--- config.mk ---
export PLATFORM = sky130hd
export DESIGN_NAME = led_panel_rx
export DESIGN_NICKNAME = d
export VERILOG_FILES = /design/src/rtl/led_panel_pkg.sv /design/src/rtl/led_panel_rx_sync_edge.sv /design/src/rtl/led_panel_rx.sv
export SDC_FILE = /design/constraint.sdc
export NUM_CORES = 2
export LEC_CHECK = 0
export BUFFER_PORTS_ARGS = -buffer_cell sky130_fd_sc_hd__buf_4
export CORE_UTILIZATION = 30
export CTS_BUF_LIST = sky130_fd_sc_hd__clkbuf_2
export DETAILED_ROUTE_END_ITERATION = 8
export GPL_ROUTABILITY_DRIVEN = 0
export GPL_TIMING_DRIVEN = 0
export HOLD_SLACK_MARGIN = 0.1
export PLACE_DENSITY = 0.49
export SYNTH_ARGS = -nofsm -noshare
export SYNTH_HDL_FRONTEND = slang
export SYNTH_HIERARCHICAL = 1
export SYNTH_SLANG_ARGS = --single-unit
--- constraint.sdc ---
create_clock -name clk -period 1.8 [get_ports clk]
set_input_delay 0.18 -clock clk [delete_from_list [all_inputs] [get_ports clk]]
set_output_delay 0.18 -clock clk [all_outputs]
set_load 0.02 [all_outputs]
--- src/rtl/led_panel_pkg.sv ---
// -----------------------------------------------------------------------------
// led_panel_pkg
// Shared constants and types for the HUB75 panel receiver (led_panel_rx).
//   COLS   : pixels shifted per latch (columns per row-pair)
//   ROW_W  : width of the ROW address bus (2**ROW_W row-pairs)
//   CNT_W  : width of the saturating NOE-low on-time counter
//   PIX_W  : bits per column as written out, {RGB1,RGB0}
//   state_e: dump FSM encoding
// -----------------------------------------------------------------------------
package led_panel_pkg;

    localparam int COLS  = 64;
    localparam int ROW_W = 5;
    localparam int CNT_W = 16;
    localparam int PIX_W = 6;

    typedef enum logic [1:0] {
        ST_IDLE = 2'd0,   // waiting for a latch strobe
        ST_DUMP = 2'd1,   // streaming the captured row-pair, one column per clk
        ST_DONE = 2'd2    // one-cycle row_done pulse
    } state_e;

endpackage

--- src/rtl/led_panel_rx_sync_edge.sv ---
// -----------------------------------------------------------------------------
// sync_edge
// Two-flop synchroniser for an asynchronous single-bit input followed by a
// registered rising-edge detector. The pulse appears three clocks after the
// input edge is first sampled (2 sync + 1 edge register).
// Ports:
//   clk    in   system clock
//   rst    in   synchronous, active-high reset (clears all flops)
//   d_i    in   asynchronous input
//   rise_o out  one-clk pulse per rising edge of the synchronised input
// -----------------------------------------------------------------------------
module sync_edge (
    input  logic clk,
    input  logic rst,
    input  logic d_i,
    output logic rise_o
);

    logic meta_q;
    logic sync_q;
    logic prev_q;
    logic rise_q;

    // NOTE: sequential state uses non-blocking assignments so every flop
    // samples the pre-edge value of its neighbour, forming a true shift chain.
    always_ff @(posedge clk) begin
        if (rst) begin
            meta_q <= 1'b0;
            sync_q <= 1'b0;
            prev_q <= 1'b0;
            rise_q <= 1'b0;
        end else begin
            meta_q <= d_i;
            sync_q <= meta_q;
            prev_q <= sync_q;
            rise_q <= sync_q & ~prev_q;
        end
    end

    assign rise_o = rise_q;

endmodule

--- src/rtl/led_panel_rx.sv ---
// -----------------------------------------------------------------------------
// led_panel_rx
// Receiving end of a HUB75 panel link: behaves as the LED panel. Samples the
// panel pins in the system clock domain, deserialises one row-pair per latch
// strobe and dumps it column by column through a pixel write port addressed
// {row, col}. Also measures how long NOE was low between latches.
// Ports:
//   clk        in   system clock, all logic on posedge
//   rst        in   synchronous, active-high reset
//   SCLK       in   panel shift clock (async, period >= 4 clk)
//   LATCH      in   latch strobe, rising edge transfers shift register to row
//   NOE        in   output enable, active low
//   ROW        in   row-pair address
//   RGB0/RGB1  in   upper/lower half pixel {R,G,B}
//   wr_en      out  pixel write strobe, one clk per column
//   wr_addr    out  {row_latched, col}
//   wr_data    out  {RGB1,RGB0} of that column
//   row_done   out  1-clk pulse after the last column of a row-pair
//   on_cycles  out  NOE-low clk count since the previous latch, valid at row_done
//   err_count  out  sticky: latch seen with a shift count other than COLS
//   err_ovl    out  sticky: latch seen while a dump was still in progress
// -----------------------------------------------------------------------------
module led_panel_rx
    import led_panel_pkg::*;
#(
    parameter int COLS  = led_panel_pkg::COLS,
    parameter int ROW_W = led_panel_pkg::ROW_W,
    parameter int CNT_W = led_panel_pkg::CNT_W
) (
    input  logic                           clk,
    input  logic                           rst,
    input  logic                           SCLK,
    input  logic                           LATCH,
    input  logic                           NOE,
    input  logic [ROW_W-1:0]               ROW,
    input  logic [2:0]                     RGB0,
    input  logic [2:0]                     RGB1,
    output logic                           wr_en,
    output logic [ROW_W+$clog2(COLS)-1:0]  wr_addr,
    output logic [PIX_W-1:0]               wr_data,
    output logic                           row_done,
    output logic [CNT_W-1:0]               on_cycles,
    output logic                           err_count,
    output logic                           err_ovl
);

    localparam int COL_W = $clog2(COLS);
    localparam int BIT_W = $clog2(COLS + 2);      // must hold COLS+1
    localparam int SH_W  = COLS * PIX_W;

    localparam logic [BIT_W-1:0] BIT_FULL = BIT_W'(COLS);
    localparam logic [BIT_W-1:0] BIT_SAT  = BIT_W'(COLS + 1);
    localparam logic [COL_W-1:0] COL_LAST = COL_W'(COLS - 1);
    localparam logic [CNT_W-1:0] ON_MAX   = '1;

    // ---------------------------------------------------------------- inputs
    logic sclk_rise;
    logic latch_rise;

    sync_edge u_sclk_sync (
        .clk    (clk),
        .rst    (rst),
        .d_i    (SCLK),
        .rise_o (sclk_rise)
    );

    sync_edge u_latch_sync (
        .clk    (clk),
        .rst    (rst),
        .d_i    (LATCH),
        .rise_o (latch_rise)
    );

    // NOE is carried inverted (output-enabled = 1) so the cleared reset value
    // of the synchroniser means "dark" and does not count as on-time.
    logic             oe_meta_q,  oe_sync_q;
    logic [ROW_W-1:0] row_meta_q, row_sync_q;
    logic [PIX_W-1:0] rgb_meta_q, rgb_sync_q;

    // ------------------------------------------------------------------ state
    logic [SH_W-1:0]  shreg_q,       shreg_d,  shreg_sh;
    logic [BIT_W-1:0] bit_cnt_q,     bit_cnt_d, bit_cnt_sh;
    logic [CNT_W-1:0] on_acc_q,      on_acc_d;
    logic [CNT_W-1:0] on_hold_q,     on_hold_d;
    logic [CNT_W-1:0] on_cycles_q,   on_cycles_d;
    logic [SH_W-1:0]  row_buf_q,     row_buf_d;
    logic [ROW_W-1:0] row_latched_q, row_latched_d;
    logic [COL_W-1:0] col_q,         col_d;
    logic             err_count_q,   err_count_d;
    logic             err_ovl_q,     err_ovl_d;
    state_e           state_q,       state_d;

    // ----------------------------------------------- shift / latch datapath
    // NOTE: every combinational output gets a default before any branch so no
    // path leaves a signal unassigned, which would infer a latch.
    always_comb begin
        shreg_sh    = shreg_q;
        bit_cnt_sh  = bit_cnt_q;
        shreg_d     = shreg_q;
        bit_cnt_d   = bit_cnt_q;
        on_acc_d    = on_acc_q;
        err_count_d = err_count_q;
        err_ovl_d   = err_ovl_q;

        // Column 0 is shifted first and ends up in the top slice.
        if (sclk_rise) begin
            shreg_sh = {shreg_q[SH_W-PIX_W-1:0], rgb_sync_q};
            if (bit_cnt_q != BIT_SAT) begin
                bit_cnt_sh = bit_cnt_q + 1'b1;
            end
        end
        shreg_d   = shreg_sh;
        bit_cnt_d = bit_cnt_sh;

        if (oe_sync_q && (on_acc_q != ON_MAX)) begin
            on_acc_d = on_acc_q + 1'b1;
        end

        // A shift in the same clk as the latch is counted before the check.
        if (latch_rise) begin
            if (bit_cnt_sh != BIT_FULL) begin
                err_count_d = 1'b1;
            end
            if (state_q != ST_IDLE) begin
                err_ovl_d = 1'b1;
            end
            shreg_d   = '0;
            bit_cnt_d = '0;
            on_acc_d  = '0;
        end
    end

    // ------------------------------------------------------------- dump FSM
    always_comb begin
        state_d       = state_q;
        col_d         = col_q;
        row_buf_d     = row_buf_q;
        row_latched_d = row_latched_q;
        on_hold_d     = on_hold_q;
        on_cycles_d   = on_cycles_q;
        wr_en         = 1'b0;
        row_done      = 1'b0;

        case (state_q)
            ST_IDLE: begin
                // Only an idle receiver accepts a row; a latch while busy is
                // flagged above and its data dropped.
                if (latch_rise) begin
                    state_d       = ST_DUMP;
                    col_d         = '0;
                    row_buf_d     = shreg_sh;
                    row_latched_d = row_sync_q;
                    on_hold_d     = on_acc_q;
                end
            end
            ST_DUMP: begin
                wr_en     = 1'b1;
                row_buf_d = row_buf_q << PIX_W;   // next column moves to the top
                col_d     = col_q + 1'b1;
                if (col_q == COL_LAST) begin
                    state_d     = ST_DONE;
                    col_d       = '0;
                    on_cycles_d = on_hold_q;      // present during row_done
                end
            end
            ST_DONE: begin
                row_done = 1'b1;
                state_d  = ST_IDLE;
            end
            default: begin
                state_d = ST_IDLE;
            end
        endcase
    end

    // ------------------------------------------------------------- registers
    always_ff @(posedge clk) begin
        if (rst) begin
            oe_meta_q     <= 1'b0;
            oe_sync_q     <= 1'b0;
            row_meta_q    <= '0;
            row_sync_q    <= '0;
            rgb_meta_q    <= '0;
            rgb_sync_q    <= '0;
            // NOTE: the wide shift and row buffers are cleared too, so a row
            // latched with missing columns after reset reads those as 0.
            shreg_q       <= '0;
            row_buf_q     <= '0;
            bit_cnt_q     <= '0;
            on_acc_q      <= '0;
            on_hold_q     <= '0;
            on_cycles_q   <= '0;
            row_latched_q <= '0;
            col_q         <= '0;
            err_count_q   <= 1'b0;
            err_ovl_q     <= 1'b0;
            state_q       <= ST_IDLE;
        end else begin
            oe_meta_q     <= ~NOE;
            oe_sync_q     <= oe_meta_q;
            row_meta_q    <= ROW;
            row_sync_q    <= row_meta_q;
            rgb_meta_q    <= {RGB1, RGB0};
            rgb_sync_q    <= rgb_meta_q;
            shreg_q       <= shreg_d;
            row_buf_q     <= row_buf_d;
            bit_cnt_q     <= bit_cnt_d;
            on_acc_q      <= on_acc_d;
            on_hold_q     <= on_hold_d;
            on_cycles_q   <= on_cycles_d;
            row_latched_q <= row_latched_d;
            col_q         <= col_d;
            err_count_q   <= err_count_d;
            err_ovl_q     <= err_ovl_d;
            state_q       <= state_d;
        end
    end

    // ---------------------------------------------------------------- outputs
    assign wr_addr   = wr_en ? {row_latched_q, col_q} : '0;
    assign wr_data   = wr_en ? row_buf_q[SH_W-1 -: PIX_W] : '0;
    assign on_cycles = on_cycles_q;
    assign err_count = err_count_q;
    assign err_ovl   = err_ovl_q;

endmodule

Word level (Yosys, flattened, before mapping)
Index checks and enable logic that the tools add are counted.
- flip-flop bits (word level): 870
- mux-type cells: 15
- equal/unequal tests: 8
- reductions and logical operators: 11
- bitwise logic cells: 5
- add/subtract/negate cells: 3
- operators by type and width (kind ; number):
    2-to-1 mux 384 bit ; 2
    case mux 384 bit (2 select lines) ; 1
    2-to-1 mux 6 bit ; 3
    adder 16 x 1 -> 16 bit (second input constant) ; 1
    inequality test 16 bit (second input constant) ; 1
    2-to-1 mux 7 bit ; 2
    inequality test 7 bit (second input constant) ; 2
    case mux 6 bit (2 select lines) ; 1
    AND reduction 2 bit ; 6
    2-to-1 mux 11 bit ; 1
    adder 7 x 1 -> 7 bit (second input constant) ; 1
    adder 6 x 1 -> 6 bit (second input constant) ; 1
    equality test 6 bit (second input constant) ; 1
    2-to-1 mux 2 bit ; 2
    case mux 2 bit (2 select lines) ; 1
    nonzero test 2 bit ; 2
    NOT 1 bit ; 3
    bitwise AND 1 bit ; 2
    equality test 2 x 1 -> 1 bit (second input constant) ; 1
    equality test 2 bit (second input constant) ; 1
    logical NOT 2 bit ; 1
    2-to-1 mux 1 bit ; 2
    inequality test 2 x 1 -> 1 bit (second input constant) ; 1
    inequality test 2 bit (second input constant) ; 1
    2 further kinds ; 2

Logic depth before layout (Yosys ltp)
- word-level depth: 5
- gate-level depth with buffers: 9

Modules after synthesis
The synthesis kept the hierarchy.
- by module, submodules not included (module ; times used ; sequential area each (µm²) ; area an instance (µm²) ; cells an instance):
    led_panel_rx ; 1 ; 17256.6 ; 34830.9 ; 3796
    sync_edge ; 2 ; 80.1 ; 111.4 ; 8

Least setup slack after synthesis
Ideal clock, no wire load.
- path type: reg2reg
- start point: register on_acc_q[0]
- end point: register on_acc_q[7]
- clock period less this slack: 1640 ps
- data required time: 1741 ps
- arrival time: 1580 ps
- path slack: 160 ps
- path buffers: 1
- cell stages (with the launch flop): 8
- setup time: 59 ps
- cell sequence: dfxtp_1 -> ha_1 -> and3_1 -> nand3_1 -> o21ai_2 -> buf_6 -> or4_1 -> nand2_1
- cells in the longest elaborated chain, start to end: 2
- elaborated cells on any way between the ends: 3
- those cells by class: add/sub (1); eq/ne (1); reduce/logical (1)
- RTL lines (element ; line ; source):
    start, declared ; led_panel_rx.sv:83 ; logic [CNT_W-1:0] on_acc_q, on_acc_d;
    start signal, assigned ; led_panel_rx.sv:208 ; on_acc_q <= on_acc_d;
    parallel branches: the longest is 2 deep, another holds adder 16 x 1 -> 16 bit ; - ;
Parallel ways; which one is timed is not known.
A chain may end at the register's enable or synchronous reset.

Worst setup path after layout
- start point: register state_q[1]
- end point: output port wr_addr[8]
- cells in the longest elaborated chain, start to end: 3
- RTL lines (element ; line ; source):
    start, declared ; led_panel_rx.sv:91 ; state_e state_q, state_d;
    start signal, assigned ; led_panel_rx.sv:215 ; state_q <= state_d;
    equality test 2 x 1 -> 1 bit ; led_panel_rx.sv:144 ; case (state_q)
    2-to-1 mux 1 bit ; led_panel_rx.sv:144 ;
    2-to-1 mux 11 bit ; led_panel_rx.sv:220 ; assign wr_addr = wr_en ? {row_latched_q, col_q} : '0;
    end, declared ; led_panel_rx.sv:39 ; output logic [ROW_W+$clog2(COLS)-1:0] wr_addr,
No other way between the ends.

==> results.cfg <==
[outcome]
status = complete, but fails checks
violations = setup timing

[clock_network]
clk_pin_slew_worst_paths_ns = 0.10
cts-root-buf = clkbuf_2
cts_tree = built
cts_buffers = 224
cts_num_sinks = 870
htreeDepth = 4
clock_path_buffers = 3
clock_latency_ns = 1.52

[global_route]
grt_pass1_vias = 27778
grt_max_degree = 18
grt_use_met1 = 0.217
grt.busiest_layer = met2
grt_first_pass_wirelength_um = 149000
grtUsageMet2 = 0.239
antenna_found_initial = 3
grtUsageMet3 = 0.0314
grt_overflow = 0
grt.total_usage = 0.156

[final_layout]
drive_gt1_frac = 0.215
nets = 4171
syn_to_final_growth_pct = 15.6
design_area_um2 = 40500
finalNonFillerCells = 5836
fin_util = 0.349

[place]
pre_cts_ws_ns = -0.799
dp_cells = 5388
place_area_um2 = 37400
place.detailed.hpwl_um = 61000
io_buffer_count = 52

[die]
initial_core_util = 0.302
die_h_um = 344
die_w_um = 344
die_area_um2 = 118000
core_area_um2 = 116000
rows = 125
io_pins = 53

[detailed_routing]
route.detailed.drc = 0
routed_wl_um = 92200
first_pass_iters = 5
drtAntennaViolNets = 0
wl_per_cell_um = 15.8
num_vias = 27397
vias_per_cell = 4.69
drt_first_iter_violations = 1164

[sta]
relSlewSlack = 0.363
finalMaxSlewViolations = 0
fin_skew_ns = 0.133
fin_crit_sh = 1.58
tns_ns = -42.09
worstMarginPinSlew_ns = 0.956
worst_slack_ns = -1.05
max_freq_ghz = 0.351
rsz0062_at_grt = yes
period_minus_slack_ns = 2.85
setup-violations-final = 308
whs_ns = 0.375
finalHoldViolCount = 0

[power]
leakage_nw = 13.7
cellPowerDensity_nw_per_um2 = 871
power_mw = 35.3
ir_drop_mv = 0.460

[logic_synthesis]
ys.flop_type = dfxtp_1
synthSimpleGateAreaFrac = 0.216
syn_area_per_cell_um2 = 9.20
synth_cell_types = 45
synth_area_um2 = 35100
synth-compound-area-share = 0.128
synth-xor-area-share = 0.00300
synth_nets = 3832
ys_warn_count = 6
yosysSeqAreaShare = 0.497
synth_fa_ha_area_frac = 0.00143
ys_ff_latch = 870
async_flop_share = 0
synth_edf_count = 0
synthCells = 3812
muxShareOfSynthArea = 0.110
synth_top_family_by_area = simple AND/OR/NAND/NOR gates

[critical_path]
criticalPathCategory = register to primary output
crit_required_ns = 1.62
crit_arrival_ns = 2.67
crit_fanout = 10
start_kind = register
endpoint_kind = primary output

[hold_path]
hold_path_class = register to register

[job]
max-cap-violations = 0
==> power breakdown <==
group          leakage, nW  switching [mW]  total [mW]  internal (mW)
Sequential            7.05           0.194        19.8           19.6
Combinational         5.16            1.39        2.29          0.908
Clock                 1.48            8.26        13.2           4.96
Total                 13.7            9.84        35.3           25.5
==> registers in the layout, indices dropped and copies added (netlist names), 2 cells and up <==
register / cells
bit_cnt_q: 7
col_q: 6
on_acc_q: 16
on_cycles: 16
on_hold_q: 16
rgb_meta_q: 6
rgb_sync_q: 6
row_buf_q: 384
row_latched_q: 5
row_meta_q: 5
row_sync_q: 5
shreg_q: 384
state_q: 2
==> cell usage after synthesis (all sizes together), types with 2 or more instances <==
cell type    n  area (um2)
or4          2        15.0
nor2b       30         188
o211ai      40         300
buf        216        1140
ha           4        50.1
a21oi       90         450
and4         3        31.3
nand3        9        45.0
nor2       431        1620
clkbuf     106         398
dfxtp      870       17400
o21ai       12        63.8
nor3b        2        25.0
nand2      851        3190
xnor2        3        26.3
or3          4        25.0
inv          7        26.3
nor3         2        10.0
a31oi        6        37.5
and2        18         115
a211oi     345        3600
xor2         9        78.8
nand4        9        68.8
and3       346        2160
mux2i      386        3860
or2          3        18.8
==> critical path, stage by stage (launching register included) <==
cell and delay (ns):
dfxtp_2 0.34, nand2b_4 0.14, inv_4 0.04, buf_12 0.12, buf_12 0.13, buf_8 0.13
and2_1 0.16, buf_6 0.13
==> routing by layer <==
metal | vias to the layer above | share of wire
met5 | - | 0
met3 | 153 | 0.036
met4 | 0 | 0.018
li1 | 13868 | -
met2 | 401 | 0.44
met1 | 12975 | 0.50
==> what timing repair did <==
item / in CTS / in global routing
hold buffers: 47 / 0
cloned: 0 / 1
pin swaps: 1 / 0
setup buffers: 9 / 6
resized for setup: 216 / 31
setup endpoints to repair: 866 / 597
endpoints found under the hold margin: 856 / 0
==> cell type report <==
class	count	area (um2)
Inverter	7	31.3
Buffer	320	1910
Tap cell	1524	1910
Antenna cell	8	20.0
Timing Repair Buffer	115	1140
Clock inverter	44	219
Multi-Input combinational cell	2613	16200
Sequential cell	870	17400
Fill cell	12317	75500
Clock buffer	335	1680
==> layout by cell type, fill, tap and decap left out, types with 6 or more instances in the layout <==
cell and count:
a211oi_1 144, a211oi_2 201, a21oi_1 90, a31oi_1 6, and2_4 15, and3_1 344
buf_2 124, buf_4 97, buf_6 55, clkbuf_1 77, clkbuf_2 348, clkbuf_4 12
clkinv_1 31, dfxtp_1 848, dfxtp_2 20, diode_2 8, dlygate4sd3_1 47, mux2i_1 379
mux2i_2 7, nand2_1 849, nand3_1 8, nand4_1 7, nor2_1 430, nor2b_1 29
o211ai_1 40, o21ai_0 11, xor2_1 9
==> cells by family (layout without fill, tap and decap cells) <==
group,count (synthesis),count (layout)
adders and majority gates,4,4
other,0,8
and+or+nand+nor,1714,1714
AOI/OAI and AO/OA,497,497
buffers and inverters,329,821
DFF,870,870
muxes,386,386
xor gates and xnor gates,12,12
==> final timing paths <==
path	from	end	slack, ns	cells past startpoint
hold reg to reg	on_hold_q[5]$_SDFFE_PP0P_	on_cycles[5]$_SDFFE_PP0P_	0.37	2
hold / removal	on_hold_q[5]$_SDFFE_PP0P_	on_cycles[5]$_SDFFE_PP0P_	0.37	2
setup reg to reg	state_q[1]$_SDFFE_PP0P_	row_buf_q[232]$_SDFFE_PP0P_	-0.17	9
setup / recovery	state_q[1]$_SDFFE_PP0P_	wr_addr[8]	-1.05	7
(Power assumes the default switching activity.)
